==> config.mk <==
export PLATFORM = sky130hd
export DESIGN_NAME = adc_spi_responder
export DESIGN_NICKNAME = d
export VERILOG_FILES = /design/src/rtl/adc_spi_responder.sv
export SDC_FILE = /design/constraint.sdc
export NUM_CORES = 1
export LEC_CHECK = 0
export ABC_AREA = 1
export BUFFER_PORTS_ARGS = -buffer_cell sky130_fd_sc_hd__buf_2
export CAP_MARGIN = 5
export CELL_PAD_IN_SITES_DETAIL_PLACEMENT = 1
export CELL_PAD_IN_SITES_GLOBAL_PLACEMENT = 1
export CORE_UTILIZATION = 33
export CTS_BUF_LIST = sky130_fd_sc_hd__clkbuf_4 sky130_fd_sc_hd__clkbuf_8
export DETAILED_ROUTE_END_ITERATION = 8
export PLACE_DENSITY = 0.91
export SYNTH_ARGS = -nofsm -noshare
export SYNTH_HDL_FRONTEND = slang
export SYNTH_SLANG_ARGS = --single-unit
==> constraint.sdc <==
create_clock -name clk -period 1.6 [get_ports clk]
set_input_delay 0 -clock clk [delete_from_list [all_inputs] [get_ports clk]]
set_output_delay 0 -clock clk [all_outputs]
set_load 0.02 [all_outputs]
==> src/rtl/adc_spi_responder.sv <==
// SPI slave emulating an 8-channel, 12-bit serial ADC. Every SPI input is
// oversampled on clk; the frame bits are selected from a snapshot of the
// chosen channel and presented on spi_dout from a register.
module adc_spi_responder #(
  parameter int NUM_CH = 8,
  parameter int DW     = 12,
  parameter int LEAD   = 4
) (
  input  logic                 clk,
  input  logic                 rst_n,
  input  logic                 spi_sclk,
  input  logic                 spi_cs,
  input  logic                 spi_din,
  output logic                 spi_dout,
  input  logic [NUM_CH*DW-1:0] sample_data,
  output logic [2:0]           ch_sel,
  output logic                 sample_req,
  output logic                 frame_done,
  output logic                 frame_err
);

  localparam int FW = LEAD + DW;
  localparam int CW = $clog2(FW + 1);

  typedef enum logic {S_IDLE, S_ACTIVE} state_e;

  // Synchronizer chains: [0] first flop, [1] second, [2] third (edge history)
  logic [2:0]    sclk_sync_q, sclk_sync_d;
  logic [2:0]    cs_sync_q, cs_sync_d;
  logic [1:0]    din_sync_q, din_sync_d;

  state_e        state_q, state_d;
  logic [CW-1:0] bit_cnt_q, bit_cnt_d;
  logic [2:0]    cmd_q, cmd_d;
  logic [FW-1:0] snap_q, snap_d;
  logic          dout_q, dout_d;
  logic [2:0]    ch_sel_q, ch_sel_d;
  logic          sample_req_q, sample_req_d;
  logic          frame_done_q, frame_done_d;
  logic          frame_err_q, frame_err_d;

  logic          sclk_rise, sclk_fall, cs_rise, cs_fall;
  logic [DW-1:0] cur_sample;
  logic [FW-1:0] snap_shifted;

  assign sclk_rise  = sclk_sync_q[1] & ~sclk_sync_q[2];
  assign sclk_fall  = ~sclk_sync_q[1] & sclk_sync_q[2];
  assign cs_rise    = cs_sync_q[1] & ~cs_sync_q[2];
  assign cs_fall    = ~cs_sync_q[1] & cs_sync_q[2];
  assign cur_sample = sample_data[int'(ch_sel_q) * DW +: DW];
  // Bit (bit_cnt+1) of the frame sits at the top after shifting by bit_cnt
  assign snap_shifted = snap_q << bit_cnt_q;

  // Next-state logic: CS edges take priority and drop any same-cycle SCLK edge
  always_comb begin
    sclk_sync_d  = {sclk_sync_q[1:0], spi_sclk};
    cs_sync_d    = {cs_sync_q[1:0], spi_cs};
    din_sync_d   = {din_sync_q[0], spi_din};
    state_d      = state_q;
    bit_cnt_d    = bit_cnt_q;
    cmd_d        = cmd_q;
    snap_d       = snap_q;
    dout_d       = dout_q;
    ch_sel_d     = ch_sel_q;
    sample_req_d = 1'b0;
    frame_done_d = 1'b0;
    frame_err_d  = 1'b0;
    case (state_q)
      S_IDLE: begin
        dout_d = 1'b0;
        if (cs_fall) begin
          state_d      = S_ACTIVE;
          bit_cnt_d    = '0;
          cmd_d        = '0;
          snap_d       = {{LEAD{1'b0}}, cur_sample};
          dout_d       = snap_d[FW-1];
          sample_req_d = 1'b1;
        end
      end
      S_ACTIVE: begin
        if (cs_rise) begin
          state_d = S_IDLE;
          dout_d  = 1'b0;
          if (bit_cnt_q == CW'(FW)) begin
            frame_done_d = 1'b1;
            ch_sel_d     = 3'(int'(cmd_q) % NUM_CH);
          end else begin
            frame_err_d = 1'b1;
          end
        end else if (!cs_fall) begin
          if (sclk_rise) begin
            if (bit_cnt_q != CW'(FW)) begin
              bit_cnt_d = bit_cnt_q + 1'b1;
              // Rising edges 3, 4 and 5 carry ADD2, ADD1, ADD0
              if (bit_cnt_q >= CW'(2) && bit_cnt_q <= CW'(4)) begin
                cmd_d = {cmd_q[1:0], din_sync_q[1]};
              end
            end
          end else if (sclk_fall) begin
            if (bit_cnt_q < CW'(FW)) begin
              dout_d = snap_shifted[FW-1];
            end else begin
              dout_d = 1'b0;
            end
          end
        end
      end
      default: state_d = S_IDLE;
    endcase
  end

  // State and registered outputs; reset aborts any frame silently
  always_ff @(posedge clk or negedge rst_n) begin
    if (!rst_n) begin
      sclk_sync_q  <= 3'b111;
      cs_sync_q    <= 3'b000;
      din_sync_q   <= 2'b00;
      state_q      <= S_IDLE;
      bit_cnt_q    <= '0;
      cmd_q        <= '0;
      snap_q       <= '0;
      dout_q       <= 1'b0;
      ch_sel_q     <= '0;
      sample_req_q <= 1'b0;
      frame_done_q <= 1'b0;
      frame_err_q  <= 1'b0;
    end else begin
      sclk_sync_q  <= sclk_sync_d;
      cs_sync_q    <= cs_sync_d;
      din_sync_q   <= din_sync_d;
      state_q      <= state_d;
      bit_cnt_q    <= bit_cnt_d;
      cmd_q        <= cmd_d;
      snap_q       <= snap_d;
      dout_q       <= dout_d;
      ch_sel_q     <= ch_sel_d;
      sample_req_q <= sample_req_d;
      frame_done_q <= frame_done_d;
      frame_err_q  <= frame_err_d;
    end
  end

  assign spi_dout   = dout_q;
  assign ch_sel     = ch_sel_q;
  assign sample_req = sample_req_q;
  assign frame_done = frame_done_q;
  assign frame_err  = frame_err_q;

endmodule

Word-level counts from Yosys, hierarchy flattened. Cells that the tools add are included.

Output and inout bits: 7. Logic and storage cells: 74. Input bits: 101. Register bits after elaboration: 36.

Multiplexer cells: 29. $mul: 1. Reduce and logical (&&, ||, !) cells: 6. Bitwise logic cells: 9. Shift-type cells: 2. Add/subtract/negate cells: 1. Eq/ne operators: 11. $lt $le $gt $ge: 3.

Operators by type and width (number): $shiftx A96 B8 Y12 (1); $mux W5 (5); $mux W3 (6); $shl A12 B5 Y16 (1); $mux W1 (14); $pmux W5 S2 (1); $ne A2 B1 Y1 const B (3); $ne A2 B2 Y1 const B (3); $pmux W3 S2 (1); $reduce_and A3 Y1 (2); $reduce_and A6 Y1 (1); $add A5 B1 Y5 const B (1); $eq A5 B5 Y1 const B (1); $ge A5 B2 Y1 const B (1); $le A5 B3 Y1 const B (1); $lt A5 B5 Y1 const B (1); $mul A3 B2 Y5 const B (1); $ne A5 B5 Y1 const B (1); $not A1 Y1 (5); $reduce_and A5 Y1 (1); $and A1 B1 Y1 (4); $pmux W1 S2 (2); $ne A3 B1 Y1 const B (1); $ne A3 B2 Y1 const B (1); other kinds (3) (3).

Logic depth before layout (Yosys ltp). Gate-level depths: netlist of run 1.

Depth after elaboration: 8. Depth in mapped cells: 11. Gate-level depth less buffers: 9.

Worst setup path before layout of run 1. No wires, ideal clock.

Path type: register -> register. From: reg bit_cnt_q[0]. To: reg cmd_q[0]. Slack: 186 ps. Arrival: 1294 ps. Period minus slack after synthesis: 1414 ps. Library setup time: 121 ps. Data required time: 1479 ps. Buffers on the path: 2. Cell stages (with the launch flop): 12. Cell sequence: dfrtp_1 > buf_6 > inv_2 > buf_6 > ha_1 > nor2_1 > nand2_1 > nand3_1 > nand2_1 > nand3b_2 > nand2_1 > o21ai_1.

Longest elaborated chain between the ends: 4. Elaborated cells between the ends (all ways): 7. Classes of those cells: order compare (2); eq/ne (3); reduce/logical (2).

RTL lines: start: declaration (RTL line 33) `logic [CW-1:0] bit_cnt_q, bit_cnt_d;`; start signal: assignment (RTL line 132) `bit_cnt_q <= bit_cnt_d;`; $ge A5 B2 Y1 / $le A5 B3 Y1 (equally long branches) (RTL line 95) `if (bit_cnt_q >= CW'(2) && bit_cnt_q <= CW'(4)) begin`; $logic_and A1 B1 Y1 (RTL line 95); $ne A2 B1 Y1 (no line); $reduce_and A6 Y1 (no line) (*); end signal: assignment (RTL line 133) `cmd_q <= cmd_d;`; end: declaration (RTL line 34) `logic [2:0] cmd_q, cmd_d;`.

Mark *: on every way between the ends. The rest lies on a longest branch, timed or not. A chain may end at the register's enable or synchronous reset.

Worst setup path after layout of run 1.
From: reg sclk_sync_q[1]. To: reg cmd_q[1].

Longest elaborated chain between the ends: 3.

RTL lines: start: declaration (RTL line 28) `logic [2:0] sclk_sync_q, sclk_sync_d;`; start signal: assignment (RTL line 128) `sclk_sync_q <= sclk_sync_d;`; $and A1 B1 Y1 (RTL line 46) `assign sclk_rise = sclk_sync_q[1] & ~sclk_sync_q[2];`; $ne A2 B1 Y1 (no line); $reduce_and A6 Y1 (no line).

Every way passes these cells.

==> results of run 1 <==
## layer usage
layer  GRT usage [%]  vias to the layer above  share of wire [%]
li1                -                     1353                  -
met1            25.9                     1292                 42
met2            37.1                       56                 53
met3            3.96                       13                3.4
met4            5.66                        0                1.6
met5               0                        -                  0
## repair_timing
action	in CTS	in global routing
endpoints found under the hold margin	36	0
hold buffers	4	0
setup endpoints to repair	0	3
resized for setup	0	1
setup buffers	0	0
## tightest hold or removal path: stages
cell and delay, ns:
buf_2 0.08, o21ai_0 0.06, o21ai_0 0.07, o211ai_1 0.09, nand2_1 0.06
## registers in the layout, summed over array words and instances (netlist names)
name / cells
spi_dout: 1
bit_cnt_q: 5
cmd_q: 3
sample_req: 1
cs_sync_q: 3
sclk_sync_q: 3
frame_err: 1
ch_sel: 3
din_sync_q: 2
frame_done: 1
state_q: 1
snap_q: 12
## area by class of cell
type                    instances  area, um2
inverters                      16       60.1
multi-input cells             265       1290
clock inverters                 1       5.00
fillers                       937       3780
well taps                      96        120
flip-flops and latches         36        906
clock buffers                   7       83.8
repair buffers                125        693
## power groups by stage
| stage | sequential (mW) | combinational, mW | clock (mW) |
|---|---|---|---|
| final | 1.18 | 0.728 | 0.658 |
| after global routing | 1.20 | 0.826 | 0.721 |
| after detailed placement | 1.19 | 0.722 | 0 |
| after CTS | 1.17 | 0.735 | 0.667 |
| after floorplan | 1.14 | 0.492 | 0 |
| after global placement | 1.18 | 0.685 | 0 |
## final timing paths
kind | from | to | cells after the start
setup / recovery | sclk_sync_q[1] | cmd_q[1] | 6
hold / removal | sample_data[71] | snap_q[11] | 5
setup reg to reg | sclk_sync_q[1] | cmd_q[1] | 6
hold reg to reg | sclk_sync_q[0] | sclk_sync_q[1] | 0
max in group asynchronous | rst_n | state_q | 3
min in group asynchronous | rst_n | bit_cnt_q[3] | 3
## metrics by stage
step	util [%]	total power [mW]	cells
3_3_place_gp	43.7	1.87	534
6_report	45.5	2.56	546
5_1_grt	45.5	2.74	546
2_1_floorplan	-	1.63	340
4_1_cts	45.5	2.58	546
3_5_place_dp	43.7	1.91	534
## cell families after synthesis
logic type / Yosys count / synth area share [%]
DFF: 36 / 37.3
adders and majority gates: 2 / 1.03
xor gates and xnor gates: 3 / 1.08
muxes: 1 / 0.464
AOI/OAI and AO/OA: 101 / 23.7
buffers and inverters: 39 / 9.43
and+or+nand+nor: 158 / 27.0
## cell usage in the layout (no fill, tap or decap), types with 2 or more instances in the layout
master,netlist,routed
buf_4,5,13
o211ai_1,24,24
o21ai_1,21,21
xor2_1,3,3
dlygate4sd3_1,0,4
dfrtp_1,33,32
a21oi_1,2,2
ha_1,2,2
buf_2,6,107
clkbuf_8,0,5
o21ai_0,52,52
inv_2,6,6
clkbuf_4,0,2
nand2_2,3,3
dfstp_2,3,3
nand3_1,13,13
inv_1,10,10
nor2_1,80,80
nand2_1,56,56
==> metrics.txt, run 1 <==
IO buf count=107; n_diodes=0; most used flip-flop cell after synthesis=dfrtp_1; Final Max Slew Viols=0; Mapped Area=0.00243 mm2; ranking of synthesized cells by area=dfrtp_1 (34%), nor2_1 (12%), o21ai_0 (11%); fin crit period=1.47 ns; critical path, cell by cell=inv_1, o21ai_0, nand2_1, nand3b_2, nand2_1, o21ai_1; Core ar.=0.00694 mm2; Overflow after GRT=0; first-pass GRT wire length=12,500 um; synthesized instance count=340; gpl congestion=0.916; die area=0.00770 mm2; clock tree buffer depth=2; IO Count=108; placed cell area=0.00303 mm2; status=completed; Synth top area share=34.0%; post-synthesis cell type count=28; Hold Crit Class=input pin to flip-flop; internal power=1.71 mW; Final WS setup=0.126 ns; Hold Fails Final Rpt=0; Area growth, synth to finish=30.3%; most frequent cell after synthesis=nor2_1; number of clock sinks=36; die width=87.8 um; hold slack=0.0912 ns; post-synthesis sequential area ratio=37.3%; largest net degree at the start of global routing=37; Net Count, Synth=443; Max Cap Violations=0; skew final=0.00538 ns; clock transition at the registers of the reported paths=0.07 ns; cts bufs inserted=5; Post-synth EDFFs=0; Top delay family on crit path=flip-flops; vias=2,714; CP required=1.78 ns; VDD IR max=0.374 mV; DRT antenna net count=0; Detailed Route WL=8060 um; initial antenna violation count=0; pre-CTS setup slack=0.140 ns; HPWL after DPL=6460 um; R2R Setup Slk=0.13 ns; GRT Util Overall=20.9%; Setup CP Type=flip-flop to flip-flop; CTS tree=done; Sequential Power Share=45.9%; clk root buf=clkbuf_8; Detailed Routing Iterations Pass 1=4; CP most frequent cell=nand2_1; Worst Path Arrival=1.65 ns; critical path peak fanout=6; design area=0.00316 mm2; Ys Warns=0; Slowest Stage Delay on Critical Path=0.53 ns; drt wl/cell=14.8 um; H-Tree Depth=2; leakage=1.63 nW; 1st-iter DRT viols=90; WP buf/inv=1; Row Count=30; combinational share of power=28.4%; Vias/cell=4.97; Worst path slowest cell=dfstp_2; Seq cells post-synth=36; Setup crit start kind=flip-flop; Power Dens Cells=811 mW/mm2; layout cell share with drive strength beyond 1=32.9%; sw frac=33.2%; clock latency at the later pin of the worst-skew pair=0.29 ns; P_sw=852 uW; fmax=678 MHz; number of global-route vias before repair=2,718; chip height=87.8 um; final setup fails=0; number of nets in the layout=552; Synth area leader=dfrtp_1; worst slew pin tran=0.453 ns; Max transition margin=69.8%; RSZ-0062 raised after global routing=false; Initial Util=35.0%; setup TNS=0 ns; clock share of power=25.7%; DR DRC count=0; crit end category=flip-flop; synth cell count leaders=nor2_1 (80), nand2_1 (56), o21ai_0 (52); synthesized area per cell=7.14 um2; fin crit share=92.1%; Synth async-reset ratio=100%
Note: power is estimated with default switching activity, not from simulation.
==> inputs of run 2 (changes only) <==
CELL_PAD_IN_SITES_DETAIL_PLACEMENT = 0   (was 1)
==> metrics.txt, run 2 (synthesized netlist as in run 1, its figures left out) <==
Hold EP=snap_q[10]; Area growth, synth to finish=30.2% (about the same); Critical R2R Capture=snap_q[5]; HPWL after DPL=5320 um (-18%); internal power=1.71 mW (about the same); Vias/cell=4.82 (-3.0%); Power Dens Cells=795 mW/mm2 (-1.9%); 1st-iter DRT viols=253 (+180%); VDD IR max=0.378 mV (+0.94%); CTS tree=done; CP most frequent cell=o21ai_0; DRT antenna net count=0 (unchanged); GRT Util Overall=18.2% (-2.7 points); clock latency at the later pin of the worst-skew pair=0.29 ns (about the same); Largest regs=snap_q: 12 flops, bit_cnt_q: 5 flops; n_diodes=0 (unchanged); Setup crit start kind=flip-flop; Max Cap Violations=0 (unchanged); most common cell after layout, fill and taps aside=buf_2; Final WS setup=0.210 ns (+0.0842 ns); WP buf/inv=1 (unchanged); largest reg by FF count=snap_q; number of clock sinks=36 (unchanged); H-Tree Depth=2 (unchanged); Hold Fails Final Rpt=0 (unchanged); crit end category=flip-flop; combinational share of power=27.6% (-0.8 points); largest net degree at the start of global routing=37 (unchanged); initial antenna violation count=1 (+1); clock tree buffer depth=2 (unchanged); R2R Setup Slk=0.21 ns (+0.08 ns); skew final=0.00844 ns (+0.00306 ns); met1 usage=24.3% (-1.6 points); worst slew pin tran=0.441 ns (-0.0124 ns); GR peak layer=met2; leakage=1.63 nW (about the same); CP required=1.77 ns (about the same); die area=0.00770 mm2 (unchanged); clock transition at the registers of the reported paths=0.07 ns (about the same); Top delay family on crit path=flip-flops; met3 Usage GRT=3.30% (-0.66 points); layout cell share with drive strength beyond 1=32.7% (-0.22 points); Worst Path Arrival=1.56 ns (-0.09 ns); Hold Crit Class=input pin to flip-flop; clk root buf=clkbuf_8; gpl congestion=0.916 (unchanged); chip height=87.8 um (unchanged); Post-CTS Setup Bufs=0 (unchanged); Detailed Routing Iterations Pass 1=4 (unchanged); IO Count=108 (unchanged); fin crit share=86.9% (-5.3 points); sw frac=32.0% (-1.3 points); critical path peak fanout=24 (+18); final setup fails=0 (unchanged); Detailed Route WL=6810 um (-16%); Max transition margin=70.6% (+0.83 points); max reg flops=12 (unchanged); cts bufs inserted=5 (unchanged); GR Layer Usage met2=29.2% (-7.8 points); RSZ-0062 raised after global routing=false; number of global-route vias before repair=2,388 (-12%); setup TNS=0 ns (unchanged); critical path, cell by cell=buf_4, nor2_1, o21ai_0, o21ai_0, o211ai_1, nand2_1; worst hold start=sample_data[70]; die width=87.8 um (unchanged); fin crit period=1.39 ns (-0.0842 ns); fmax=720 MHz (+6.1%); Final Max Slew Viols=0 (unchanged); clock share of power=25.8% (about the same); IO buf count=107 (unchanged); vias=2,633 (-3.0%); P_sw=803 uW (-5.7%); Core ar.=0.00694 mm2 (unchanged); number of nets in the layout=552 (unchanged); R2R Path Start=ch_sel[1]; Slowest Stage Delay on Critical Path=0.46 ns (-0.07 ns); WHS Path Cells=5 (unchanged); DR DRC count=0 (unchanged); commonest cells after routing, fill and taps aside=buf_2 (107), nor2_1 (80), nand2_1 (56), o21ai_0 (52), dfrtp_1 (33); pre-CTS setup slack=0.224 ns (+0.0842 ns); status=completed; first-pass GRT wire length=11,000 um (-12%); Initial Util=35.0% (unchanged); Worst path slowest cell=dfrtp_1; R2R depth=6 (unchanged); drt wl/cell=12.5 um (-16%); Overflow after GRT=0 (unchanged); Setup CP Type=flip-flop to flip-flop; Sequential Power Share=46.5% (+0.6 points); Row Count=30 (unchanged)
-- run 2: power by group through the flow --
| stage | Clock [mW] | Sequential, mW | Combinational (mW) |
|---|---|---|---|
| floorplan | 0 | 1.14 | 0.492 |
| global placement | 0 | 1.18 | 0.685 |
| detailed placement | 0 | 1.18 | 0.689 |
| CTS | 0.657 | 1.17 | 0.701 |
| global route | 0.697 | 1.19 | 0.796 |
| finish | 0.649 | 1.17 | 0.694 |
-- run 2: stage by stage --
stage	util [%]	instance area (um2)	total power, mW	instances	hold WS, ns
after floorplan	-	2430	1.63	340	-0.296
after global placement	43.7	3030	1.87	534	0.0554
after detailed placement	43.7	3030	1.87	534	0.0685
after CTS	45.5	3160	2.53	546	0.0890
after global routing	45.5	3160	2.68	546	0.120
final	45.5	3160	2.51	546	0.0926
-- run 2: cell type report --
type,count,area (um2)
Timing Repair Buffer,125,693
Multi-Input combinational cell,265,1290
Tap cell,96,120
Clock buffer,7,83.8
Sequential cell,36,905
Fill cell,696,3780
Inverter,16,60.1
Clock inverter,1,5.00
-- run 2: timing repair --
action                                 4_1_cts  5_1_grt
resized for setup                            0        0
endpoints found under the hold margin       36        0
hold buffers                                 4        0
-- run 2: layer usage --
metal  part of all wire, %  vias up
met5                     0        -
met4                   2.3        0
met3                   4.3       15
met2                    50       77
met1                    43     1191
li1                      -     1350
-- run 2: worst max path at each step --
stage | start | endpoint | slack (ns) | cells after the start
floorplan | bit_cnt_q[0] | cmd_q[0] | 0.19 | 11
global route | state_q | cmd_q[1] | 0.04 | 7
CTS | state_q | cmd_q[1] | 0.20 | 7
finish | ch_sel[1] | snap_q[5] | 0.21 | 6
detailed placement | ch_sel[1] | snap_q[9] | 0.22 | 6
global placement | ch_sel[1] | snap_q[9] | 0.23 | 6
-- run 2: worst register-to-register path: stages, from the launching register on --
cell      delay [ns]
dfrtp_1         0.46
buf_4           0.28
nor2_1          0.07
o21ai_0         0.07
o21ai_0         0.10
o211ai_1        0.22
nand2_1         0.07
==> inputs of run 3 (changes only) <==
CORE_MARGIN = 2   (was default)
==> metrics.txt, run 3 (synthesized netlist as in run 1, its figures left out) <==
fin crit period=1.40 ns (+0.00881 ns); commonest cells after routing, fill and taps aside=buf_2 (107), nor2_1 (80), nand2_1 (56), o21ai_0 (52), dfrtp_1 (33); largest reg by FF count=snap_q; IO Count=108 (unchanged); clock transition at the registers of the reported paths=0.08 ns (about the same); Slowest Stage Delay on Critical Path=0.39 ns (-0.07 ns); post-layout util=44.4% (-1.1 points); worst slew pin tran=0.459 ns (+0.0188 ns); GRT Util Overall=16.7% (-1.5 points); Max transition margin=69.4% (-1.3 points); clock tree buffer depth=2 (unchanged); Hold Crit Class=input pin to flip-flop; Final Max Slew Viols=0 (unchanged); CTS Hold Bufs=4 (unchanged); Critical R2R Capture=cmd_q[0]; R2R depth=9 (+3); RSZ-0062 raised after global routing=false; setup TNS=0 ns (unchanged); number of clock sinks=36 (unchanged); Resize count post-CTS=0 (unchanged); CP required=1.77 ns (about the same); R2R Setup Slk=0.20 ns (about the same); leakage=1.63 nW (about the same); Hold Fails Final Rpt=0 (unchanged); Power Dens Cells=836 mW/mm2 (+5.1%); clk root buf=clkbuf_8; met3 Usage GRT=3.10% (-0.20 points); Overflow after GRT=0 (unchanged); Area growth, synth to finish=31.4%; fin crit share=87.4% (+0.55 points); Worst Path Arrival=1.56 ns (about the same); Top delay family on crit path=simple AND/OR/NAND/NOR gates; cts bufs inserted=5 (unchanged); chip height=89.8 um (+2.3%); Detailed Routing Iterations Pass 1=4 (unchanged); gpl congestion=0.894 (-2.3%); layout cell share with drive strength beyond 1=32.2% (-0.45 points); Worst path slowest cell=dfrtp_1; WHS Path Cells=5 (unchanged); critical path peak fanout=7 (-71%); max reg flops=12 (unchanged); initial antenna violation count=0 (-1); H-Tree Depth=2 (unchanged); Setup crit start kind=flip-flop; CP most frequent cell=nand2_1; skew final=0.00690 ns (-0.00154 ns); R2R Path Start=bit_cnt_q[0]; HPWL after DPL=5260 um (-1.1%); fmax=715 MHz (-0.63%); Row Count=31 (+3.3%); 1st-iter DRT viols=168 (-34%); n_diodes=0 (unchanged); CTS tree=done; VDD IR max=0.546 mV (+44%); Detailed Route WL=6840 um (+0.44%); GR peak layer=met2; hold slack=0.0877 ns (-0.00483 ns); GR Layer Usage met2=27.3% (-2.0 points); die area=0.00806 mm2 (+4.6%); Worst Setup SP=bit_cnt_q[0]; critical path, cell by cell=inv_2, ha_1, nor2_1, nand2_1, nand3_1, nand2_1, nand3b_2, nand2_1, o21ai_1; crit end category=flip-flop; Setup CP Type=flip-flop to flip-flop; Initial Util=33.8% (-1.1 points); status=completed; met1 usage=23.5% (-0.79 points); IO buf count=107 (unchanged); Core ar.=0.00718 mm2 (+3.3%); DRT antenna net count=0 (unchanged); Max Cap Violations=0 (unchanged); Vias/cell=4.78 (-0.84%); Largest regs=snap_q: 12 flops, bit_cnt_q: 5 flops; number of global-route vias before repair=2,380 (-0.34%); most common cell after layout, fill and taps aside=buf_2; WP buf/inv=1 (unchanged); Hold EP=snap_q[5]; drt wl/cell=12.5 um (+0.44%); vias=2,611 (-0.84%); first-pass GRT wire length=11,200 um (+2.3%); clock latency at the later pin of the worst-skew pair=0.29 ns (about the same); Post-CTS Setup Bufs=0 (unchanged); largest net degree at the start of global routing=50 (+35%); number of nets in the layout=549 (-0.54%); die width=89.8 um (+2.3%); worst hold start=sample_data[17]; DR DRC count=0 (unchanged); final setup fails=0 (unchanged)
[run 3: worst register-to-register path, delay by kind of cell, from the launching register on]
family | cells | cell delay (ns)
buf+inv | 1 | 0.14
flops | 1 | 0.39
simple gates | 6 | 0.53
fa+ha+maj | 1 | 0.18
compound gates | 1 | 0.07
[run 3: worst max-delay path by stage]
stage,end,slack (ns),cells past startpoint
after global placement,bit_cnt_q[0],0.21,7
final,cmd_q[0],0.20,9
after CTS,snap_q[3],0.17,7
after detailed placement,snap_q[2],0.20,7
after floorplan,cmd_q[0],0.19,11
after global routing,cmd_q[2],0.003,7
[run 3: layer usage]
| metal | share of wire [%] | routed length (um) |
|---|---|---|
| met1 | 45 | 3080 |
| met2 | 50 | 3410 |
| met3 | 4.5 | 306 |
| met4 | 0.61 | 42 |
| met5 | 0 | 0 |
[run 3: area by class of cell]
class	instances	area (um2)
Clock buffer	6	76.3
Clock inverter	2	35.0
Fill cell	759	3990
Inverter	16	60.1
Multi-Input combinational cell	265	1290
Sequential cell	36	905
Tap cell	99	124
Timing Repair Buffer	122	696
[run 3: report_power, final]
group | internal [mW] | switching (mW) | total (mW) | leakage, nW
combinational | 0.316 | 0.380 | 0.697 | 1.11
clock | 0.479 | 0.322 | 0.802 | 0.0586
sequential | 1.05 | 0.116 | 1.17 | 0.453
[run 3: per-stage QoR]
step	worst slack (ns)	instances	power [mW]	instance area, um2
finish	0.202	546	2.67	3190
global route	0.00297	546	2.85	3190
CTS	0.174	546	2.68	3190
detailed placement	0.199	534	1.88	3040
global placement	0.214	534	1.86	3040
floorplan	0.186	340	1.63	2430
